[config.mk]
export PLATFORM = sky130hd
export DESIGN_NAME = fault_campaign_ctrl
export DESIGN_NICKNAME = d
export VERILOG_FILES = /design/src/rtl/fault_sim_pkg.sv /design/src/rtl/fault_campaign_ctrl_trace_compare.sv /design/src/rtl/fault_campaign_ctrl.sv
export SDC_FILE = /design/constraint.sdc
export NUM_CORES = 1
export LEC_CHECK = 0
export ABC_AREA = 1
export CAP_MARGIN = 10
export CORE_MARGIN = 2
export CORE_UTILIZATION = 43
export DETAILED_ROUTE_END_ITERATION = 12
export PLACE_DENSITY = 0.88
export RECOVER_POWER = 100
export SKIP_CTS_REPAIR_TIMING = 1
export SLEW_MARGIN = 40
export SYNTH_ARGS = -nofsm -noshare
export SYNTH_HDL_FRONTEND = slang
export SYNTH_HIERARCHICAL = 1
export SYNTH_SLANG_ARGS = --single-unit
[constraint.sdc]
create_clock -name clk -period 3.26 [get_ports clk]
set_input_delay 0.489 -clock clk [delete_from_list [all_inputs] [get_ports clk]]
set_output_delay 0.489 -clock clk [all_outputs]
set_load 0.01 [all_outputs]
[src/rtl/fault_sim_pkg.sv]
// fault_sim_pkg: shared campaign-controller types, default parameters and width helper.
package fault_sim_pkg;

   localparam int DEF_NUM_FAULTS = 64;
   localparam int DEF_RUN_CYCLES = 256;
   localparam int DEF_RST_CYCLES = 2;
   localparam int FCC_FIELD_W    = 16;

   typedef enum logic [1:0] {IDLE, RESET, RUN, REPORT} fcc_state_e;

   typedef struct packed {
      logic [FCC_FIELD_W-1:0] fault_id;
      logic                   detected;
      logic [FCC_FIELD_W-1:0] cycle;
   } fcc_result_t;

   // Index width for a count of n items, never narrower than one bit.
   function automatic int idx_w(input int n);
      return n > 1 ? $clog2(n) : 1;
   endfunction

endpackage

[src/rtl/fault_campaign_ctrl_trace_compare.sv]
// trace_compare: per-cycle golden/faulty trace comparison with sticky detect and first-mismatch cycle.
module trace_compare #(
   parameter int CYC_W = 8
) (
   input  logic             clk,
   input  logic             rst,
   input  logic             clear,
   input  logic             en,
   input  logic [CYC_W-1:0] cyc,
   input  logic [31:0]      gold_pc,
   input  logic [31:0]      gold_result,
   input  logic [31:0]      fault_pc,
   input  logic [31:0]      fault_result,
   output logic             mismatch,
   output logic             detected,
   output logic [CYC_W-1:0] first_cycle
);

   assign mismatch = en && ((gold_pc != fault_pc) || (gold_result != fault_result));

   // Only the first mismatch of a run is recorded.
   always_ff @(posedge clk) begin
      if (rst || clear) begin
         detected    <= 1'b0;
         first_cycle <= '0;
      end else if (mismatch && !detected) begin
         detected    <= 1'b1;
         first_cycle <= cyc;
      end
   end

endmodule

[src/rtl/fault_campaign_ctrl.sv]
// fault_campaign_ctrl: sequences reset/run/compare/report for each fault ID of a campaign.
// Optional FAULT_CAMPAIGN_EARLY_EXIT_EN ends a run right after its first mismatch.
module fault_campaign_ctrl
   import fault_sim_pkg::*;
#(
   parameter int NUM_FAULTS = DEF_NUM_FAULTS,
   parameter int RUN_CYCLES = DEF_RUN_CYCLES,
   parameter int RST_CYCLES = DEF_RST_CYCLES,
   localparam int FID_W = idx_w(NUM_FAULTS),
   localparam int CYC_W = idx_w(RUN_CYCLES)
) (
   input  logic             clk,
   input  logic             rst,
   input  logic             start,
   output logic             busy,
   output logic             done,
   output logic             core_rst_n,
   output logic             fault_en,
   output logic [FID_W-1:0] fault_id,
   input  logic [31:0]      gold_pc,
   input  logic [31:0]      gold_result,
   input  logic [31:0]      fault_pc,
   input  logic [31:0]      fault_result,
   output logic             res_valid,
   input  logic             res_ready,
   output logic [FID_W-1:0] res_fault_id,
   output logic             res_detected,
   output logic [CYC_W-1:0] res_cycle
);

   localparam int RST_W = idx_w(RST_CYCLES + 1);

   fcc_state_e       state, state_nx;
   logic [FID_W-1:0] fault_id_nx;
   logic [CYC_W-1:0] cyc, first_cycle;
   logic [RST_W-1:0] rst_cnt;
   logic             mismatch, detected, cyc_last, run_exit, last_fault;

   assign cyc_last   = cyc == CYC_W'(RUN_CYCLES - 1);
   assign last_fault = fault_id == FID_W'(NUM_FAULTS - 1);
`ifdef FAULT_CAMPAIGN_EARLY_EXIT_EN
   assign run_exit   = cyc_last || mismatch;
`else
   assign run_exit   = cyc_last;
`endif

   trace_compare #(.CYC_W(CYC_W)) u_cmp (
      .clk          (clk),
      .rst          (rst),
      .clear        (state == RESET),
      .en           (state == RUN),
      .cyc          (cyc),
      .gold_pc      (gold_pc),
      .gold_result  (gold_result),
      .fault_pc     (fault_pc),
      .fault_result (fault_result),
      .mismatch     (mismatch),
      .detected     (detected),
      .first_cycle  (first_cycle)
   );

   always_ff @(posedge clk) begin
      if (rst) begin
         state    <= IDLE;
         fault_id <= '0;
         cyc      <= '0;
         rst_cnt  <= '0;
      end else begin
         state    <= state_nx;
         fault_id <= fault_id_nx;
         cyc      <= (state == RUN) ? (cyc_last ? cyc : cyc + 1'b1) : '0;
         rst_cnt  <= (state == RESET) ? rst_cnt + 1'b1 : '0;
      end
   end

   always_comb begin
      state_nx    = state;
      fault_id_nx = fault_id;
      done        = 1'b0;
      unique case (state)
         IDLE:   state_nx = start ? RESET : IDLE;
         RESET:  state_nx = (rst_cnt == RST_W'(RST_CYCLES - 1)) ? RUN : RESET;
         RUN:    state_nx = run_exit ? REPORT : RUN;
         REPORT: if (res_ready) begin
            done        = last_fault;
            state_nx    = last_fault ? IDLE : RESET;
            fault_id_nx = last_fault ? '0 : fault_id + 1'b1;
         end
      endcase
   end

   assign busy         = state != IDLE;
   assign core_rst_n   = state == RUN;
   assign fault_en     = (state == RESET) || (state == RUN);
   assign res_valid    = state == REPORT;
   assign res_fault_id = fault_id;
   assign res_detected = res_valid && detected;
   assign res_cycle    = res_valid ? first_cycle : '0;

endmodule
==> summary.md <==
| Metric | Value |
|---|---|
| Crit end category | primary output |
| Hold Crit Class | flip-flop to flip-flop |
| Syn Std Cell Area | 0.00280 mm2 |
| Layout Nets | between 800 and 900 |
| First-pass GRT wire length | around 14,000 um |
| Final worst setup slack | between 500 and 600 ps |
| Clock Path Buffers | 2 |
| Leak pwr | roughly 2.5 nW |
| R2R depth | 6 |
| Clock Skews | between 2 and 2.5 ps |
| Critical Path RT | 2770 ps |
| Dpl ws | ~980 ps |
| Synth Net Count | between 600 and 700 |
| Root buf cell | clkbuf_8 |
| Max Slew Vio Count | 0 |
| Ratio of cells with drive above 1 in the final layout | 0.0332 |
| Ports | between 150 and 200 |
| Max Clock Freq | ~370 MHz |
| Hold Path Stages | 1 |
| Worst-Margin Slew | 641 ps |
| Final HPWL DP | a little over 7000 um |
| Die area | between 0.007 and 0.008 mm2 |
| RSZ-0062 raised after global routing | no |
| Final Setup Violations | 0 |
| Number of buffers added on ports | 157 |
| Mapped Avg Cell Area | around 5.2 um2 |
| Synth warn | 6 |
| Tmin final | 2670 ps |
| Per-cell routed wire length | roughly 11 um |
| Number of global-route vias before repair | about 3,300 |
| DIE WIDTH | about 85 um |
| Post-route setup TNS | 0 ps |
| Reg clk slew, reported paths | around 90 ps |
| WL final | ~8200 um |
| Die height | roughly 85 um |
| CTS sink count | 27 |
| Worst-path fanout max | 13 |
| Util after Layout | 0.702 |
| Htree depth | 1 |
| Largest net degree at the start of global routing | 15 |
| Initial antenna violation count | 0 |
| Site Rows | 29 |
| Vias | between 3,000 and 4,000 |
| Setup CP Type | flip-flop to primary output |
| Final Hold Viols | 0 |
| Ant diodes | 0 |
| Total grt overflow | 0 |
| Worst Path Arrival | between 2000 and 2500 ps |
| CP startpoint kind | flip-flop |
| TritonCTS Buffers | 3 |
| Worst slew margin | 0.568 |
| Area of the core | 0.00631 mm2 |
| DR DRC count | 0 |
| Pwr dens | 236 mW/mm2 |
| Maximum vdd drop | between 0.00015 and 0.0002 V |
| Vias per inst | around 4.5 |
| Tcrit/Tclk final | 0.819 |
| Drt initial violations | between 100 and 150 |
| GPL Wtd Cong | 0.864 |
| Clk_lat worst skew | between 200 and 300 ps |
| Antenna-violating nets left | 0 |
| Max_cap viols | 0 |
| CTS tree | done |
| Status | finished clean |
| Syn Inst Count | 540 |
| First drt pass iteration count | 4 |
| Total track usage | 0.225 |
| Initial Utilization | 0.444 |
| Area added between synthesis and finish | 58.2% |
sequential cells by signal (all words and copies together) (netlist names), named ones only:
name,flops
cyc,8
u_cmp/first_cycle,8
rst_cnt,2
state,1
u_cmp/detected,1
fault_id,6
area by class of cell:
type	instances	area, um2
multi-input cells	363	1650
flip-flops and latches	27	541
repair buffers	157	1570
fillers	546	1880
clock buffers	4	45.0
well taps	77	96.3
inverters	142	533
metal layers:
metal,GRT usage,share of wire,vias to the layer above
li1,-,-,1851
met4,0.0765,0.036,0
met3,0.0403,0.060,24
met1,0.233,0.39,1461
met2,0.447,0.51,101
met5,0,0,-
path summary, 6_finish.rpt:
check              from          end  slack, ps
min          rst_cnt[0]   rst_cnt[0]        440
max reg2reg    state[0]  fault_id[5]       1260
min reg2reg  rst_cnt[0]   rst_cnt[0]        440
max            state[0]         done        590
worst max-delay path: stages, from the launching register on:
cell,delay (ps)
dfxtp_1,400
ha_1,470
nand2_1,280
nor2_1,150
dlygate4sd3_1,610
cell usage in the layout, fill, tap and decap left out, types with 4 or more instances in the layout:
cell and count:
clkdlybuf4s50_1 130, a21oi_1 10, dfxtp_1 27, nand2_1 191, inv_1 129, dlygate4sd3_1 27, nor2_1 90, xor2_1 10
nand4_1 9, clkinv_1 9, nor3_1 7, o21ai_0 5, inv_2 4, nand3_1 6, nor2_2 11, ha_1 8
power by group:
part	leakage, nW	switching, mW	internal (mW)
combinational	2.22	0.223	0.263
sequential	0.219	0.0176	0.356
clock	0.0228	0.101	0.0875
total	2.46	0.341	0.706
through the flow:
stage | power, mW | cell area, um2 | std cells | hold WS [ps]
2_1_floorplan | 0.629 | 2800 | 540 | 405
3_3_place_gp | 0.857 | 4420 | 766 | 415
3_5_place_dp | 0.875 | 4420 | 766 | 437
4_1_cts | 1.06 | 4460 | 770 | 450
5_1_grt | 1.13 | 4430 | 770 | 461
6_report | 1.05 | 4430 | 770 | 444
Power figures use the tool's default switching activity.
